===== src/rtl/eth_pcs_66_64_dec_pkg.sv =====
`default_nettype none
// ============================================================================
// Module      : eth_pcs_66_64_dec_pkg
// Description : Widths, 64b/66b block codes, XGMII symbols and FSM encodings
//               shared by the receive-side 64b/66b decoder.
// Revision    : 1.0 - initial release
// ============================================================================
package eth_pcs_66_64_dec_pkg;

    localparam int N_CHANNELS      = 4;
    localparam int W_BYTE          = 8;
    localparam int W_DATA          = 32;
    localparam int W_SYNC          = 2;
    localparam int N_TRANS_PER_BLK = 2;
    localparam int N_BYTES_PER_BLK = 8;
    localparam int W_TRANS_PER_BLK = $clog2(N_TRANS_PER_BLK);
    localparam int W_BLK           = N_BYTES_PER_BLK * W_BYTE;
    localparam int W_CODE          = 7;

    localparam logic [W_SYNC-1:0] SYNC_DATA = 2'b01;
    localparam logic [W_SYNC-1:0] SYNC_CTRL = 2'b10;

    localparam logic [7:0] C_TYPE  = 8'h1E;
    localparam logic [7:0] S0_TYPE = 8'h78;
    localparam logic [7:0] S4_TYPE = 8'h33;
    localparam logic [7:0] T0_TYPE = 8'h87;
    localparam logic [7:0] T1_TYPE = 8'h99;
    localparam logic [7:0] T2_TYPE = 8'hAA;
    localparam logic [7:0] T3_TYPE = 8'hB4;
    localparam logic [7:0] T4_TYPE = 8'hCC;
    localparam logic [7:0] T5_TYPE = 8'hD2;
    localparam logic [7:0] T6_TYPE = 8'hE1;
    localparam logic [7:0] T7_TYPE = 8'hFF;

    localparam logic [W_CODE-1:0] CODE_IDLE = 7'h00;
    localparam logic [W_CODE-1:0] CODE_ERR  = 7'h1E;

    localparam logic [W_BYTE-1:0] SYM_IDLE  = 8'h07;
    localparam logic [W_BYTE-1:0] SYM_ERR   = 8'hFE;
    localparam logic [W_BYTE-1:0] SYM_START = 8'hFB;
    localparam logic [W_BYTE-1:0] SYM_TERM  = 8'hFD;

    // Local-fault ordered set for one four-lane column
    localparam logic [N_CHANNELS-1:0] SEQ_LF_CTRL = 4'b0001;
    localparam logic [W_DATA-1:0]     SEQ_LF_DATA = 32'h0100_009C;

    typedef logic [2:0] rx_state_t;
    localparam rx_state_t RX_INIT = 3'd0;
    localparam rx_state_t RX_C    = 3'd1;
    localparam rx_state_t RX_D    = 3'd2;
    localparam rx_state_t RX_T    = 3'd3;
    localparam rx_state_t RX_E    = 3'd4;

    typedef enum logic [2:0] {BLK_C, BLK_S, BLK_T, BLK_D, BLK_E} blk_class_t;

    // Returns {valid, lane of the terminate character} for a block type byte
    function automatic logic [3:0] term_lane(input logic [7:0] blk_type);
        case (blk_type)
            T0_TYPE: term_lane = 4'b1_000;
            T1_TYPE: term_lane = 4'b1_001;
            T2_TYPE: term_lane = 4'b1_010;
            T3_TYPE: term_lane = 4'b1_011;
            T4_TYPE: term_lane = 4'b1_100;
            T5_TYPE: term_lane = 4'b1_101;
            T6_TYPE: term_lane = 4'b1_110;
            T7_TYPE: term_lane = 4'b1_111;
            default: term_lane = 4'b0_000;
        endcase
    endfunction

endpackage
`default_nettype wire


===== src/rtl/eth_pcs_66_64_dec_if.sv =====
`default_nettype none
// ============================================================================
// Module      : eth_pcs_66_64_dec_if
// Description : Block-stream input and XGMII RX output bundle of the decoder.
// Revision    : 1.0 - initial release
// ============================================================================
interface eth_pcs_66_64_dec_if;
    import eth_pcs_66_64_dec_pkg::*;

    logic                           i_clk_en;
    logic [W_TRANS_PER_BLK-1:0]     i_trans_cnt;
    logic                           i_blk_lock;
    logic [W_SYNC-1:0]              i_sync_data;
    logic [W_DATA-1:0]              i_pld_data;
    logic [N_CHANNELS-1:0]          o_xgmii_ctrl;
    logic [N_CHANNELS*W_BYTE-1:0]   o_xgmii_data;
    logic                           o_dec_err;

    modport master (
        output i_clk_en, i_trans_cnt, i_blk_lock, i_sync_data, i_pld_data,
        input  o_xgmii_ctrl, o_xgmii_data, o_dec_err
    );

    modport slave (
        input  i_clk_en, i_trans_cnt, i_blk_lock, i_sync_data, i_pld_data,
        output o_xgmii_ctrl, o_xgmii_data, o_dec_err
    );

endinterface
`default_nettype wire


===== src/rtl/eth_pcs_66_64_dec_blk_dec.sv =====
`default_nettype none
// ============================================================================
// Module      : eth_pcs_66_64_blk_dec
// Description : Combinational classifier/decoder of one 66-bit block into
//               eight XGMII lanes.
// Revision    : 1.0 - initial release
// ============================================================================
module eth_pcs_66_64_blk_dec
    import eth_pcs_66_64_dec_pkg::*;
(
    input  logic [W_SYNC-1:0]          i_sync,
    input  logic [W_BLK-1:0]           i_pld,
    output blk_class_t                 o_cls,
    output logic [N_BYTES_PER_BLK-1:0] o_ctrl,
    output logic [W_BLK-1:0]           o_data
);

    logic [7:0]                 w_type;
    logic [N_BYTES_PER_BLK-1:0] w_code_idle;
    logic [N_BYTES_PER_BLK-1:0] w_code_ok;
    logic [3:0]                 w_term;
    logic                       w_trail_idle;
    logic [W_BLK-1:0]           w_dsh;

    assign w_type = i_pld[7:0];
    assign w_term = term_lane(w_type);
    // T blocks carry data byte j just above the type byte
    assign w_dsh  = {8'h00, i_pld[W_BLK-1:8]};

    // 7-bit lane code k sits at bit 8+7k in both C and T block formats
    always_comb begin
        w_code_idle  = '0;
        w_code_ok    = '0;
        w_trail_idle = 1'b1;
        for (int k = 0; k < N_BYTES_PER_BLK; k++) begin
            w_code_idle[k] = (i_pld[8+W_CODE*k +: W_CODE] == CODE_IDLE);
            w_code_ok[k]   = w_code_idle[k] || (i_pld[8+W_CODE*k +: W_CODE] == CODE_ERR);
            if ((k > int'(w_term[2:0])) && !w_code_idle[k])
                w_trail_idle = 1'b0;
        end
    end

    always_comb begin
        o_cls  = BLK_E;
        o_ctrl = '1;
        o_data = {N_BYTES_PER_BLK{SYM_ERR}};
        if (i_sync == SYNC_DATA) begin
            o_cls  = BLK_D;
            o_ctrl = '0;
            o_data = i_pld;
        end else if (i_sync == SYNC_CTRL) begin
            if ((w_type == C_TYPE) && (&w_code_ok)) begin
                o_cls = BLK_C;
                for (int k = 0; k < N_BYTES_PER_BLK; k++)
                    o_data[W_BYTE*k +: W_BYTE] = w_code_idle[k] ? SYM_IDLE : SYM_ERR;
            end else if (w_type == S0_TYPE) begin
                o_cls  = BLK_S;
                o_ctrl = 8'h01;
                o_data = {i_pld[W_BLK-1:8], SYM_START};
            end else if ((w_type == S4_TYPE) && (&w_code_idle[3:0])) begin
                o_cls  = BLK_S;
                o_ctrl = 8'h1F;
                o_data = {i_pld[W_BLK-1:40], SYM_START, {4{SYM_IDLE}}};
            end else if (w_term[3] && w_trail_idle) begin
                o_cls = BLK_T;
                for (int k = 0; k < N_BYTES_PER_BLK; k++) begin
                    if (k < int'(w_term[2:0])) begin
                        o_ctrl[k]                  = 1'b0;
                        o_data[W_BYTE*k +: W_BYTE] = w_dsh[W_BYTE*k +: W_BYTE];
                    end else if (k == int'(w_term[2:0])) begin
                        o_data[W_BYTE*k +: W_BYTE] = SYM_TERM;
                    end else begin
                        o_data[W_BYTE*k +: W_BYTE] = SYM_IDLE;
                    end
                end
            end
        end
    end

endmodule
`default_nettype wire


===== src/rtl/eth_pcs_66_64_dec.sv =====
`default_nettype none
// ============================================================================
// Module      : eth_pcs_66_64_dec
// Description : 64b/66b receive decoder: block capture, Clause 49 RX FSM and
//               per-transfer XGMII replay. Option: ETH_PCS_DEC_LF_EN emits
//               local fault instead of errors on block-lock loss.
// Revision    : 1.0 - initial release
// ============================================================================
module eth_pcs_66_64_dec
    import eth_pcs_66_64_dec_pkg::*;
(
    input  logic               i_clk,
    input  logic               i_reset,
    eth_pcs_66_64_dec_if.slave dec_if
);

    localparam logic [W_TRANS_PER_BLK-1:0] c_last_trans = W_TRANS_PER_BLK'(N_TRANS_PER_BLK-1);
`ifdef ETH_PCS_DEC_LF_EN
    localparam logic [N_BYTES_PER_BLK-1:0] c_ll_ctrl = {N_TRANS_PER_BLK{SEQ_LF_CTRL}};
    localparam logic [W_BLK-1:0]           c_ll_data = {N_TRANS_PER_BLK{SEQ_LF_DATA}};
`else
    localparam logic [N_BYTES_PER_BLK-1:0] c_ll_ctrl = '1;
    localparam logic [W_BLK-1:0]           c_ll_data = {N_BYTES_PER_BLK{SYM_ERR}};
`endif

    logic [W_SYNC-1:0]                                 r_sync;
    logic [N_TRANS_PER_BLK-2:0][W_DATA-1:0]            r_pld;
    rx_state_t                                         r_state;
    logic [N_TRANS_PER_BLK-1:0][N_CHANNELS-1:0]        r_out_ctrl;
    logic [N_TRANS_PER_BLK-1:0][N_CHANNELS*W_BYTE-1:0] r_out_data;
    logic                                              r_dec_err;

    logic [W_BLK-1:0]           w_pld;
    logic                       w_decode;
    blk_class_t                 w_cls;
    logic [N_BYTES_PER_BLK-1:0] w_blk_ctrl;
    logic [W_BLK-1:0]           w_blk_data;
    rx_state_t                  w_next_state;

    // The last slice is decoded straight from the input without being stored
    assign w_pld    = {dec_if.i_pld_data, r_pld};
    assign w_decode = dec_if.i_clk_en && (dec_if.i_trans_cnt == c_last_trans);

    eth_pcs_66_64_blk_dec u_blk_dec (
        .i_sync (r_sync),
        .i_pld  (w_pld),
        .o_cls  (w_cls),
        .o_ctrl (w_blk_ctrl),
        .o_data (w_blk_data)
    );

    always_comb begin
        w_next_state = RX_E;
        case (r_state)
            RX_INIT, RX_C, RX_T: begin
                if (w_cls == BLK_C)      w_next_state = RX_C;
                else if (w_cls == BLK_S) w_next_state = RX_D;
            end
            RX_D: begin
                if (w_cls == BLK_D)      w_next_state = RX_D;
                else if (w_cls == BLK_T) w_next_state = RX_T;
            end
            default: begin
                if (w_cls == BLK_C)      w_next_state = RX_C;
                else if (w_cls == BLK_D) w_next_state = RX_D;
                else if (w_cls == BLK_T) w_next_state = RX_T;
            end
        endcase
    end

    always_ff @(posedge i_clk) begin
        if (i_reset) begin
            r_state    <= RX_INIT;
            r_sync     <= '0;
            r_pld      <= '0;
            r_out_ctrl <= '1;
            r_out_data <= {N_BYTES_PER_BLK{SYM_IDLE}};
            r_dec_err  <= 1'b0;
        end else if (dec_if.i_clk_en) begin
            if (dec_if.i_trans_cnt == '0)
                r_sync <= dec_if.i_sync_data;
            for (int s = 0; s < N_TRANS_PER_BLK-1; s++)
                if (dec_if.i_trans_cnt == W_TRANS_PER_BLK'(s))
                    r_pld[s] <= dec_if.i_pld_data;
            if (w_decode) begin
                if (!dec_if.i_blk_lock) begin
                    r_state    <= RX_INIT;
                    r_out_ctrl <= c_ll_ctrl;
                    r_out_data <= c_ll_data;
                    r_dec_err  <= 1'b0;
                end else begin
                    r_state <= w_next_state;
                    if (w_next_state == RX_E) begin
                        r_out_ctrl <= '1;
                        r_out_data <= {N_BYTES_PER_BLK{SYM_ERR}};
                        r_dec_err  <= 1'b1;
                    end else begin
                        r_out_ctrl <= w_blk_ctrl;
                        r_out_data <= w_blk_data;
                        r_dec_err  <= 1'b0;
                    end
                end
            end
        end
    end

    assign dec_if.o_xgmii_ctrl = r_out_ctrl[dec_if.i_trans_cnt];
    assign dec_if.o_xgmii_data = r_out_data[dec_if.i_trans_cnt];
    assign dec_if.o_dec_err    = r_dec_err;

endmodule
`default_nettype wire


===== src/flat_wrapper.sv =====
// flat-port wrapper written by rule: the top's interface ports become plain ports
module eth_pcs_66_64_dec_flat import eth_pcs_66_64_dec_pkg::*;
  (i_clk, i_reset, dec_if_i_clk_en, dec_if_i_trans_cnt, dec_if_i_blk_lock, dec_if_i_sync_data, dec_if_i_pld_data, dec_if_o_xgmii_ctrl, dec_if_o_xgmii_data, dec_if_o_dec_err);
  eth_pcs_66_64_dec_if dec_if_i ();
  input  logic i_clk;
  input  logic i_reset;
  input wire logic [$bits(dec_if_i.i_clk_en)-1:0] dec_if_i_clk_en;
  input wire logic [$bits(dec_if_i.i_trans_cnt)-1:0] dec_if_i_trans_cnt;
  input wire logic [$bits(dec_if_i.i_blk_lock)-1:0] dec_if_i_blk_lock;
  input wire logic [$bits(dec_if_i.i_sync_data)-1:0] dec_if_i_sync_data;
  input wire logic [$bits(dec_if_i.i_pld_data)-1:0] dec_if_i_pld_data;
  output wire logic [$bits(dec_if_i.o_xgmii_ctrl)-1:0] dec_if_o_xgmii_ctrl;
  output wire logic [$bits(dec_if_i.o_xgmii_data)-1:0] dec_if_o_xgmii_data;
  output wire logic [$bits(dec_if_i.o_dec_err)-1:0] dec_if_o_dec_err;
  assign dec_if_i.i_clk_en = dec_if_i_clk_en;
  assign dec_if_i.i_trans_cnt = dec_if_i_trans_cnt;
  assign dec_if_i.i_blk_lock = dec_if_i_blk_lock;
  assign dec_if_i.i_sync_data = dec_if_i_sync_data;
  assign dec_if_i.i_pld_data = dec_if_i_pld_data;
  assign dec_if_o_xgmii_ctrl = dec_if_i.o_xgmii_ctrl;
  assign dec_if_o_xgmii_data = dec_if_i.o_xgmii_data;
  assign dec_if_o_dec_err = dec_if_i.o_dec_err;
  eth_pcs_66_64_dec u_core (.i_clk(i_clk), .i_reset(i_reset), .dec_if(dec_if_i));
endmodule

===== config.mk =====
export PLATFORM = sky130hd
export DESIGN_NAME = eth_pcs_66_64_dec_flat
export DESIGN_NICKNAME = d
export VERILOG_FILES = /design/src/rtl/eth_pcs_66_64_dec_pkg.sv /design/src/rtl/eth_pcs_66_64_dec_if.sv /design/src/rtl/eth_pcs_66_64_dec_blk_dec.sv /design/src/rtl/eth_pcs_66_64_dec.sv /design/src/flat_wrapper.sv
export SDC_FILE = /design/constraint.sdc
export NUM_CORES = 1
export LEC_CHECK = 0
export BUFFER_PORTS_ARGS = -buffer_cell sky130_fd_sc_hd__buf_2
export CAP_MARGIN = 0
export CORE_UTILIZATION = 53
export DETAILED_ROUTE_END_ITERATION = 10
export GPL_TIMING_DRIVEN = 0
export PLACE_DENSITY = 0.77
export SLEW_MARGIN = 30
export SYNTH_ARGS = -nofsm -noshare
export SYNTH_HDL_FRONTEND = slang
export SYNTH_SLANG_ARGS = --single-unit

===== constraint.sdc =====
create_clock -name i_clk -period 2.95 [get_ports i_clk]
set_input_delay 0.59 -clock i_clk [delete_from_list [all_inputs] [get_ports i_clk]]
set_output_delay 0.59 -clock i_clk [all_outputs]
set_load 0.01 [all_outputs]

==> results of run 1 <==
state kept, by name, summed over array words and instances, names as in the netlist:
name	flops
u_core.r_pld	32
u_core.r_sync	2
u_core.r_state	3
u_core.r_out_ctrl	8
u_core.dec_if.o_dec_err	1
u_core.r_out_data	64
kinds of logic after synthesis:
family          share of synthesized area [%]
compound gates                           28.1
simple gates                             25.9
mux                                      6.55
flops                                    35.6
buf+inv                                  3.90
worst max-delay path by stage:
| stage | start | to | slack, ns | cells after the start |
|---|---|---|---|---|
| after floorplan | dec_if_i_pld_data[5] | u_core.r_out_data[58] | -0.15 | 8 |
| after global placement | u_core.r_pld[4] | u_core.r_state[0] | -1.13 | 9 |
| after detailed placement | u_core.r_pld[2] | u_core.r_out_data[36] | -1.13 | 8 |
| after CTS | dec_if_i_pld_data[8] | u_core.r_out_data[62] | -0.14 | 11 |
| after global routing | u_core.r_pld[23] | u_core.r_out_data[11] | -0.16 | 13 |
| final | dec_if_i_pld_data[6] | u_core.r_out_data[63] | -0.11 | 11 |
Yosys cell counts (all sizes together) (7+ instances only):
master and number:
nand2 115, dfxtp 110, nor2 89, a21oi 76, clkbuf 44, o21ai 41
mux2 36, a211oi 34, a21o 18, nand2b 18, nand4 18, nor3 15
o22ai 13, buf 11, or4 11, and2 10, nand3 10, a311oi 9
o221ai 9, o22a 9, nor2b 8, a22oi 7, inv 7, o211ai 7
worst register-to-register path, cell delays in order (launching register included):
cell and delay (ns):
dfxtp_2 0.39, or4_4 0.54, buf_6 0.15, a22oi_2 0.14, nand4_1 0.26, buf_4 0.24, o31ai_4 0.23, buf_6 0.16
a32oi_4 0.08, a21oi_4 0.25, buf_12 0.16, buf_8 0.12, buf_6 0.11, a311oi_1 0.09
report_power, final:
| group | switching [W] | internal, W | total (W) |
|---|---|---|---|
| logic | 0.000351 | 0.000207 | 0.000558 |
| clock network | 0.000667 | 0.000602 | 0.00127 |
| registers | 0.0000760 | 0.00155 | 0.00163 |
| total | 0.00109 | 0.00236 | 0.00345 |
metrics by stage:
step           area (um^2)  hold slack, ns
2_1_floorplan         6210           0.431
3_3_place_gp          6760           0.442
3_5_place_dp          6790           0.460
4_1_cts               7780           0.450
5_1_grt               8190           0.456
6_report              8190           0.448
layer usage:
layer	share of wire, %	track usage, %	up-vias
li1	-	-	3224
met1	37	58.3	3588
met2	45	76.1	601
met3	13	14.2	111
met4	5.2	22.0	0
met5	0	0	-
final cells by class:
class,instances,area share [%]
flip-flops and latches,110,27.1
plain buffers,51,3.48
repair buffers,122,10.4
inverters,7,0.321
well taps,143,2.19
clock buffers,9,2.75
clock inverters,7,0.917
multi-input cells,623,52.8
what timing repair did:
item / 4_1_cts / 5_1_grt
gates resized for setup: 112 / 79
buffers inserted: 29 / 13
gates cloned: 5 / 1
endpoints found under the setup margin: 86 / 101
hold buffers: 0 / 0
pin swaps: 22 / 35
==> run_results.csv, run 1 <==
group,metric,value,unit
global_routing,grt_antenna_before_repair,0,
routing,drt-vias-per-instance,7.02,
routing,dr.pass1.iters,5,
finish,final_cell_count_no_fill,1072,
finish,diodes,0,
synth,ys_seq_elements,110,
clock_network,tritoncts_clock_tree,"yes",
pwr,power,0.00345,W
placed_design,post-dp-hpwl,20.9,mm
sta,period_needed,3.06,ns
setup_path,critical_path_buf_inv_count,4,
floorplan,die_y,110,um
synth,synthCells,795,
synth,synthTopCellsByArea,"dfxtp_1 36%, nand2_1 7.0%, mux2_2 6.5%, a21oi_1 6.1%, nor2_1 5.4%",
sta,layout_setup_ws,-0.109,ns
synth,async_flop_share,0,%
floorplan,initial_core_util,54.2,%
finish,final-seq-area,0.00222,mm^2
finish,n_fill_cell,843,
pwr,pwr_density_cell,422,mW/mm^2
finish,fin_nets,963,
synth,sequential_to_total_area_share_from_yosys_stat,35.6,%
floorplan,die_width,110,um
hold_path,hold_depth,3,
setup_path,worstReg2RegStart,"u_core.r_pld[25]",
finish,flow.area_growth_from_synthesis,32.2,%
setup_path,r2r_end,"u_core.r_out_data[63]",
clock_network,ctsLongestPathBuffers,2,
setup_path,worstPathArrival,3.29,ns
setup_path,crit_type,"primary input to flop",
global_routing,track_usage,47.4,%
hold_path,hp-start,"dec_if_i_sync_data[0]",
pwr,power.static_leakage,3.10,nW
sta,clock_skew,0.0113,ns
pwr,max-vdd-ir-drop,0.000609,V
job,max_cap_violations,0,
global_routing,grt_pass1_wl,40.7,mm
setup_path,cp_max_fo,9,
clock_network,clk_latency,0.37,ns
setup_path,crit_path_top_delay_cell,"or4_4",
clock_network,clock_sink_count,110,
finish,post_route_cells_drive_above_1_share,32.2,%
clock_network,tritoncts.num_buffers,9,
setup_path,worst_path_dominant_cell_family,"compound AO/OA/AOI/OAI gates",
finish,mostFrequentLayoutCell,"nand2_1",
synth,ys.warnings.count,0,
synth,synth.distinct_cells,64,
sta,finalHoldViolCount,0,
finish,multi_input_comb_area,0.00432,mm^2
routing,first_drt_iteration_drcs,1004,
hold_path,worstHoldEndpoint,"u_core.r_sync[0]",
global_routing,grt_pass1_vias,6825,
sta,slew_headroom,42.1,%
sta,maxSlewViolCount,0,
placed_design,numPortBuffers,75,
setup_path,timing.critical_path.mode_cell,"buf_6",
status,violations,"negative setup slack",
routing,num_vias,7524,
finish,post-route-util,71.7,%
floorplan,die-area,0.0121,mm^2
synth,synth_top_area_share,35.6,%
routing,drcViolationCount,0,
routing,routedWlPerCell,27.1,um
setup_path,cp_data_required_time,3.18,ns
floorplan,num_io_pins,76,
sta,setup_tns,-2.90,ns
setup_path,timing.critical_path.cells,"buf_6 > or4_4 > or3_4 > a311o_1 > o211a_4 > o41a_1 > a21oi_4 > buf_12 > buf_8 > buf_6 > a311oi_1",
synth,yosysTopAreaCell,"dfxtp_1",
setup_path,cp_slowest_stage_delay,0.52,ns
sta,timing.fmax,327,MHz
clock_network,clk_pin_slew,0.09,ns
clock_network,htree_levels,3,
placed_design,dpl.cell_count,1015,
sta,worst_pin_slew,0.868,ns
sta,setup-violations-final,58,
synth,yosys_most_used_dff,"dfxtp_1",
global_routing,globalRoute.totalOverflow,0,
setup_path,end_kind,"flop",
clock_network,cts_root_buffer,"clkbuf_16",
synth,synth_enable_flop_cells,0,
synth,post_synth.cell_area_avg,7.79,um^2
finish,mostFrequentLayoutCells,"114 x nand2_1, 98 x dfxtp_1, 85 x nor2_1",
setup_path,ff2ff_setup_slack,-0.11,ns
global_routing,grt_max_degree,22,
sta,timing.final.crit_share,104,%
routing,drt_antenna_net_count,0,
synth,net_count_after_synthesis,834,
status,run_status,"complete, but fails checks",
placed_design,gp_congestion,1.08,
setup_path,cp-start-kind,"primary input",
placed_design,dpl_worst_slack,-1.13,ns
synth,post_synth_instance_area,0.00619,mm^2
sta,rsz0062_at_grt,"true",
routing,routed_wl,29.1,mm
hold_path,min_path_type,"primary input to flop",
setup_path,reg2regPathDepth,13,
floorplan,placement_rows,39,
floorplan,core_area,0.0114,mm^2
(Power assumes the default switching activity.)
==> run 2, diff against run 1 <==
clock period = 2.7 ns   (was 2.95 ns; I/O delays follow)
==> run 2 against run 1 <==
Effect of this change:
- the flow still finishes with violations (negative setup slack)
- highest routed layer unchanged
- flip-flop and latch count did not move
- largest power group unchanged
- global-route usage fell by 3.1 points
- combinational power rose by 5.2%
- sequential power rose by 9%
- die area did not move
==> run_results.csv, run 2 (same netlist as run 1, synthesis figures left out) <==
group,metric,value,unit
clock_network,clk_pin_slew,0.08,ns
clock_network,cts_root_buffer,"clkbuf_16",
setup_path,critical_path_buf_inv_count,1,
setup_path,crit_type,"primary input to flop",
finish,largest_register_ffs,64,
setup_path,worst_path_dominant_cell_family,"compound AO/OA/AOI/OAI gates",
routing,num_vias,7317,
clock_network,tritoncts_clock_tree,"yes",
finish,post-route-util,72.8,%
status,violations,"negative setup slack",
setup_path,cp_slowest_stage_delay,0.60,ns
setup_path,crit_path_top_delay_cell,"or4_1",
clock_network,htree_levels,3,
routing,first_drt_iteration_drcs,1044,
floorplan,num_io_pins,76,
placed_design,dpl.cell_count,1014,
setup_path,cp_data_required_time,2.96,ns
sta,finalHoldViolCount,0,
clock_network,ctsLongestPathBuffers,2,
pwr,max-vdd-ir-drop,0.000520,V
finish,largest_registers,"u_core.r_out_data (64), u_core.r_pld (32), u_core.r_out_ctrl (8)",
status,run_status,"complete, but fails checks",
finish,flow.area_growth_from_synthesis,34.2,%
floorplan,die_width,110,um
finish,registers.top_by_ff_count,"u_core.r_out_data",
global_routing,grt_pass1_vias,6573,
finish,final_cell_count_no_fill,1079,
placed_design,post-dp-hpwl,19.9,mm
sta,maxSlewViolCount,0,
sta,worst_pin_slew,0.787,ns
floorplan,initial_core_util,54.2,%
pwr,power.static_leakage,3.16,nW
sta,setup-violations-final,76,
placed_design,dpl_worst_slack,-1.35,ns
routing,dr.pass1.iters,5,
pwr,pwr_density_cell,448,mW/mm^2
floorplan,die_y,110,um
global_routing,grt_pass1_wl,38.5,mm
clock_network,clock_sink_count,110,
setup_path,cp_max_fo,5,
floorplan,placement_rows,39,
sta,slew_headroom,47.6,%
setup_path,timing.critical_path.cells,"buf_2 > or4_1 > nor2b_1 > o211a_1 > o22ai_2 > o41a_1 > a21boi_4 > o21ai_4 > o32a_1",
finish,mostFrequentLayoutCell,"nand2_1",
placed_design,gp_congestion,1.10,
routing,routed_wl,26.8,mm
finish,diodes,0,
hold_path,min_path_type,"primary input to flop",
sta,layout_setup_ws,-0.267,ns
sta,timing.fmax,337,MHz
setup_path,cp-start-kind,"primary input",
finish,fin_nets,970,
sta,timing.final.crit_share,110,%
sta,rsz0062_at_grt,"true",
finish,post_route_cells_drive_above_1_share,32.7,%
clock_network,tritoncts.num_buffers,9,
floorplan,die-area,0.0121,mm^2
finish,mostFrequentLayoutCells,"112 x nand2_1, 95 x dfxtp_1, 86 x nor2_1",
sta,period_needed,2.97,ns
global_routing,track_usage,44.3,%
sta,clock_skew,0.00735,ns
floorplan,core_area,0.0114,mm^2
global_routing,grt_antenna_before_repair,0,
routing,drt_antenna_net_count,0,
setup_path,end_kind,"flop",
clock_network,clk_latency,0.36,ns
sta,worst_hold_margin,0.409,ns
setup_path,worstPathArrival,3.23,ns
placed_design,numPortBuffers,75,
global_routing,globalRoute.totalOverflow,0,
clock_network,post_cts_hold_buffer_count,0,
routing,drcViolationCount,0,
routing,drt-vias-per-instance,6.78,
job,max_cap_violations,0,
routing,routedWlPerCell,24.8,um
global_routing,grt_max_degree,21,
## run 2: changes by cell type in the layout (fill, tap and decap cells not counted), moves of 5 or more
cell,delta
a21oi_2,+5
a211oi_1,+8
a21oi_1,-6
a211oi_2,-8
o21ai_2,-5
buf_4,+9
## run 2: final cells by class
class                           count  area [um^2]
Multi-Input combinational cell    623         4370
Fill cell                         892         3110
Sequential cell                   110         2230
Timing Repair Buffer              129          893
Buffer                             51          303
Clock buffer                       10          239
Tap cell                          143          179
Clock inverter                      6         65.1
Inverter                            7         26.3
## run 2: where the power goes
| part | switching [W] | total [W] | internal, W |
|---|---|---|---|
| combinational | 0.000359 | 0.000587 | 0.000228 |
| clock | 0.000683 | 0.00136 | 0.000680 |
| sequential | 0.0000782 | 0.00177 | 0.00169 |
## run 2: per-stage QoR
| step | cell area (um^2) | TNS (ns) | power (W) |
|---|---|---|---|
| 3_3_place_gp | 6810 | -87.76 | 0.00229 |
| 4_1_cts | 7900 | -15.35 | 0.00366 |
| 6_report | 8310 | -15.66 | 0.00372 |
| 3_5_place_dp | 6840 | -89.09 | 0.00230 |
| 5_1_grt | 8310 | -17.32 | 0.00383 |
| 2_1_floorplan | 6260 | -16.79 | 0.00208 |
## run 2: worst register-to-register path, cell delays in order (launching register included)
cell      delay (ns)
dfxtp_1         0.39
or3_1           0.50
a2111o_1        0.41
a311o_1         0.33
o211a_4         0.17
o41a_1          0.42
a21boi_4        0.25
o21ai_4         0.10
o32a_1          0.30
## run 2: final timing paths
kind,cells after the start,slack [ns],endpoint,startpoint
max,9,-0.27,u_core.r_out_data[58],dec_if_i_pld_data[26]
min,3,0.41,u_core.r_sync[0],dec_if_i_sync_data[0]
max reg2reg,8,-0.27,u_core.r_out_data[58],u_core.r_pld[22]
min reg2reg,1,0.47,u_core.dec_if.o_dec_err,u_core.dec_if.o_dec_err
## run 2: what timing repair did
action                     4_1_cts  5_1_grt
setup endpoints to repair      106       76
resized for setup              114       82
buffers inserted                37       11
gates cloned                     3        2
pin swaps                       31       30
## run 2: layer usage
| layer | vias up | wire (um) | track usage [%] |
|---|---|---|---|
| met5 | - | 0 | 0 |
| met4 | 0 | 1410 | 20.3 |
| met3 | 109 | 3340 | 12.2 |
| met2 | 522 | 11600 | 67.5 |
| met1 | 3459 | 10400 | 58.0 |
| li1 | 3227 | - | - |
